==> config.mk <==
export PLATFORM = sky130hd
export DESIGN_NAME = rom_1kx8
export DESIGN_NICKNAME = d
export VERILOG_FILES = /design/src/rtl/rom_1kx8.sv
export SDC_FILE = /design/constraint.sdc
export NUM_CORES = 1
export LEC_CHECK = 0
export BUFFER_PORTS_ARGS = -buffer_cell sky130_fd_sc_hd__buf_2
export CORE_AREA = 3 3 40 42
export DETAILED_ROUTE_END_ITERATION = 8
export DIE_AREA = 0 0 43 45
export GPL_ROUTABILITY_DRIVEN = 0
export PLACE_DENSITY = 0.65
export SLEW_MARGIN = 20
export SYNTH_ARGS = -nofsm -noshare
export SYNTH_HDL_FRONTEND = slang
export SYNTH_SLANG_ARGS = --single-unit
==> constraint.sdc <==
create_clock -name clk -period 1.9 [get_ports clk]
set_clock_uncertainty 0.1 [all_clocks]
set_input_delay 0.19 -clock clk [delete_from_list [all_inputs] [get_ports clk]]
set_output_delay 0.19 -clock clk [all_outputs]
set_load 0.01 [all_outputs]
==> src/rtl/rom_1kx8.sv <==
// rom_1kx8: 1024 x 8 synchronous ROM with a registered read port.
// Each word is its low address byte plus a fixed per-bank offset of 37,
// so the contents are built from a 2-bit bank select and an adder
// rather than from a stored table.
module rom_1kx8 (
  input  logic       clk,
  input  logic       reset,
  input  logic [9:0] address,
  output logic [7:0] data
);

  logic [7:0] w_bank_off;
  logic [7:0] w_rom;
  logic [7:0] r_data;

  // Bank offset is 37 * address[9:8]; all four values fit in 8 bits.
  always_comb begin
    w_bank_off = 8'd0;
    case (address[9:8])
      2'd0:    w_bank_off = 8'd0;
      2'd1:    w_bank_off = 8'd37;
      2'd2:    w_bank_off = 8'd74;
      2'd3:    w_bank_off = 8'd111;
      default: w_bank_off = 8'd0;
    endcase
  end

  // The 8-bit add wraps modulo 256, which is exactly the content rule.
  assign w_rom = address[7:0] + w_bank_off;

  // Output register: reset wins over the read on the same edge.
  always_ff @(posedge clk) begin
    if (reset) r_data <= 8'h00;
    else       r_data <= w_rom;
  end

  assign data = r_data;

endmodule

# Word level (Yosys, flattened, before mapping)
# Index checks and enable logic that the tools add are counted.
dict set report word_totals {
  reg_bits 8
  latchBits 0
  ram_bits 0
  mem_bits_ro 0
  output_inout_bits 8
  memories 0
}
dict set report classes {
  add_sub_neg 1
  multipliers 0
  n_div 0
  magnitude_cmp 0
  eq_ne 3
  shift 0
  mux 1
  bitwise 0
  n_reduce_logical 1
}
# op count
set ops {}
lappend ops {{8-bit one-hot mux with 4 select lines} 1}
lappend ops {{8-bit adder} 1}
lappend ops {{2-bit equality test, second input constant} 2}
lappend ops {{2-bit by 1-bit equality test with 1-bit output, second input constant} 1}
lappend ops {{2-bit zero test} 1}

# Logic depth before layout (Yosys ltp)
dict set report depth {
  depth_word 3
  ltp_mapped 8
}

# Worst setup path after synthesis
# No wires, ideal clock.
dict set report synth_path {
  path_type {input to register}
  start {input address[8]}
  end {register r_data[6] (netlist: data[6])}
  setup_ps 124
  arrival_ps 1353
  path_slack_ps 323
  cell_stages 8
  n_path_buf 1
  path_cell_list {buf_6 > nand2_1 > fa_1 > and2b_1 > a211oi_1 > o2bb2ai_1 > xnor2_1 > nor2_1}
}
dict set report synth_via {
  elab_chain_len 3
  elab_cells_between_ends 6
  classes_between {1 x add/sub; 3 x eq/ne; 1 x mux; 1 x reduce/logical}
}
# element line_no
set synth_lines {}
lappend synth_lines {{start, declared} 8} ;# input logic [9:0] address,
lappend synth_lines {{2-bit equality test (tied with other cells)} 19} ;# case (address[9:8])
lappend synth_lines {{8-bit one-hot mux with 4 select lines (*)} 19}
lappend synth_lines {{8-bit adder (*)} 29} ;# assign w_rom = address[7:0] + w_bank_off;
lappend synth_lines {{end signal, assigned} 34} ;# else r_data <= w_rom;
lappend synth_lines {{end, declared} 14} ;# logic [7:0] r_data;
# Every way passes the cells marked *; elsewhere a longest branch is shown, timed or not. The select of a mux whose other input is x is not followed.
# A chain may end at the register's enable or synchronous reset.

# Final worst setup path
dict set report layout_path {
  start {input address[9]}
  end {register r_data[6] (netlist: data[6])}
}
# The elaborated chain is that of the path after synthesis.

==> impl_metrics.py <==
metrics = {
    "synthesis": {
        "synth.distinct_cells": 27,
        "synthCells": 57,
        "synth_area_um2": 506.7,
        "synth-compound-area-share_pct": 21.73,
        "postSynthAreaPerCell_um2": 8.890,
        "netlist.top_cell.by_area": "dfxtp_1",
        "synth_top_family_by_area": "compound AO/OA/AOI/OAI gates",
        "ys_seq_elements": 8,
        "ys_top_cells_by_area": "dfxtp_1 (32%), xnor2_1 (8.6%), ha_1 (7.4%), nor2_1 (5.9%), a211oi_2 (4.9%)",
        "yosysSeqAreaShare_pct": 31.60,
        "synth_mux_area_share_pct": 0,
        "ys_warn_count": 0,
        "synthAdderAreaFrac_pct": 11.36,
        "synth_simple_gate_area_share_pct": 17.04,
        "synth_top_area_share_pct": 31.60,
        "syn-num-nets": 73,
        "synth-xor-area-share_pct": 12.10,
    },
    "placement": {
        "hpwl_um": 766.7,
        "post-place-ws_ns": 0.1838,
        "io_buffers": 19,
        "dpl.cell_count": 88,
        "dpl_cell_area_um2": 604.3,
    },
    "sta": {
        "finalSetupTns_ns": 0,
        "relSlewSlack_pct": 82.81,
        "fmax_mhz": 687.1,
        "fin_crit_ns": 1.455,
        "fin_hold_ws_ns": 0.09085,
        "setup_violations": 0,
        "min_period_over_period_pct": 76.59,
        "rsz0062_at_grt": "false",
        "hold_violations": 0,
        "worst_slack_ns": 0.4447,
        "worst_pin_slew_ns": 0.2574,
        "finalMaxSlewViolations": 0,
    },
    "clock_tree": {
        "clock-sinks": 8,
        "tritoncts": "yes",
        "cts.clk_slew.worst_paths_ns": 0.05,
        "root_buffer": "clkbuf_4",
        "ctsHoldBuffers": 0,
        "cts_resized": 0,
        "cts_setup_buffers": 0,
        "cts_max_path_buffers": 2,
        "cts_buffers": 3,
        "htreeDepth": 1,
    },
    "worst_hold_path": {
        "hold_depth": 3,
        "hold_start": "address[7]",
        "hold-path-endpoint": "data[7]",
        "worstHoldPathType": "in2reg",
    },
    "cells_and_area": {
        "largest_reg_flops": 8,
        "num_antenna_cells": 0,
        "mostFrequentLayoutCell": "buf_2",
        "stdcell_count": 91,
        "area_growth_syn_to_layout_pct": 23.70,
        "final_cell_mix": "buf_2 (19), nor2_1 (8), dfxtp_1 (8)",
        "fin_nets": 94,
        "fill_cells": 136,
        "drive_gt1_share_pct": 35.53,
        "fin_util_pct": 48.78,
        "finalInstanceArea_um2": 626.9,
    },
    "power_and_ir_drop": {
        "peakVddDrop_uv": 220.8,
        "total_power_mw": 0.4401,
        "p_leak_nw": 0.3012,
        "power_density_mw_per_mm2": 702.1,
    },
    "drt": {
        "dr.pass1.iters": 4,
        "wl_per_cell_um": 9.824,
        "vias": 430,
        "antenna_left": 0,
        "vias_per_cell": 4.725,
        "drtIter0Drc": 8,
        "drt_wl_total_um": 894,
        "drc": 0,
    },
    "setup_path": {
        "worstSetupPathType": "in2reg",
        "worst_ep_arrival_time_ns": 1.49,
        "cp_max_fo": 4,
        "critPathLaunchType": "input port",
        "worstSetupEndpointType": "register",
        "crit_required_ns": 1.93,
    },
    "global_route": {
        "grt_overflow": 0,
        "grt_pass1_vias": 392,
        "grt_pass1_wl_um": 1476,
        "antenna_found_initial": 0,
        "grt_use_total_pct": 10.12,
        "grt_max_degree": 10,
    },
    "floorplan": {
        "die_area_mm2": 0.001935,
        "num_rows": 13,
        "start_util_pct": 39.44,
        "die_height_um": 45,
        "coreArea_mm2": 0.001285,
        "io_pins": 20,
        "die_width_um": 43,
    },
    "job": {
        "maxCapViolCount": 0,
    },
    "run_status": {
        "outcome": "completed",
    },
}
-- routing by layer --
metal | up-vias | share of wire (%) | global-route usage, %
li1 | 234 | - | -
met1 | 187 | 41 | 11.46
met2 | 9 | 53 | 17.66
met3 | 0 | 5.0 | 0
met4 | 0 | 0 | 9.036
met5 | - | 0 | 0
-- Yosys cell counts --
cell and count:
fa_1 1, clkbuf_1 2, nand4_1 1, nand2b_1 1, or3_1 1, o21ai_0 3
nand2_1 3, buf_2 1, nor3b_2 1, xor2_1 2, o211ai_1 1, a21o_1 1
inv_1 2, dfxtp_1 8, nor2_1 8, a21oi_2 1, o21ai_1 1, o211a_1 1
o2bb2ai_1 1, a21oi_1 3, a211oi_1 1, a211oi_2 2, ha_1 3, xnor2_1 5
buf_6 1, nor2b_1 1, and2b_1 1
-- worst max path at each step --
stage                     slack (ns)        from  endpoint
after global routing            0.36  address[9]   data[6]
after floorplan                 0.32  address[8]   data[6]
after global placement          0.20  address[9]   data[6]
after CTS                       0.44  address[9]   data[6]
after detailed placement        0.18  address[9]   data[6]
final                           0.44  address[9]   data[6]
-- worst max-delay path: stages --
cell       delay (ns)
buf_2            0.12
inv_1            0.07
fa_1             0.43
and2b_1          0.25
a211oi_1         0.06
o2bb2ai_1        0.19
xnor2_1          0.14
nor2_1           0.05
-- kinds of logic after synthesis --
family / Yosys count
simple gates: 17
buf+inv: 6
fa+ha+maj: 4
compound gates: 15
xor+xnor: 7
flops: 8
-- area by class of cell --
cell class / instances / area, um^2 / share of cell area, %
Timing Repair Buffer: 20 / 102.6 / 16.37
Tap cell: 15 / 18.77 / 2.994
Multi-Input combinational cell: 43 / 315.3 / 50.30
Inverter: 2 / 7.507 / 1.198
Sequential cell: 8 / 160.2 / 25.55
Clock buffer: 3 / 22.52 / 3.593
-- where the power goes --
| part | internal (mW) | switching (mW) |
|---|---|---|
| Sequential | 0.186 | 0.00322 |
| Combinational | 0.0628 | 0.0693 |
| Clock | 0.0715 | 0.0469 |
(Power assumes the default switching activity.)
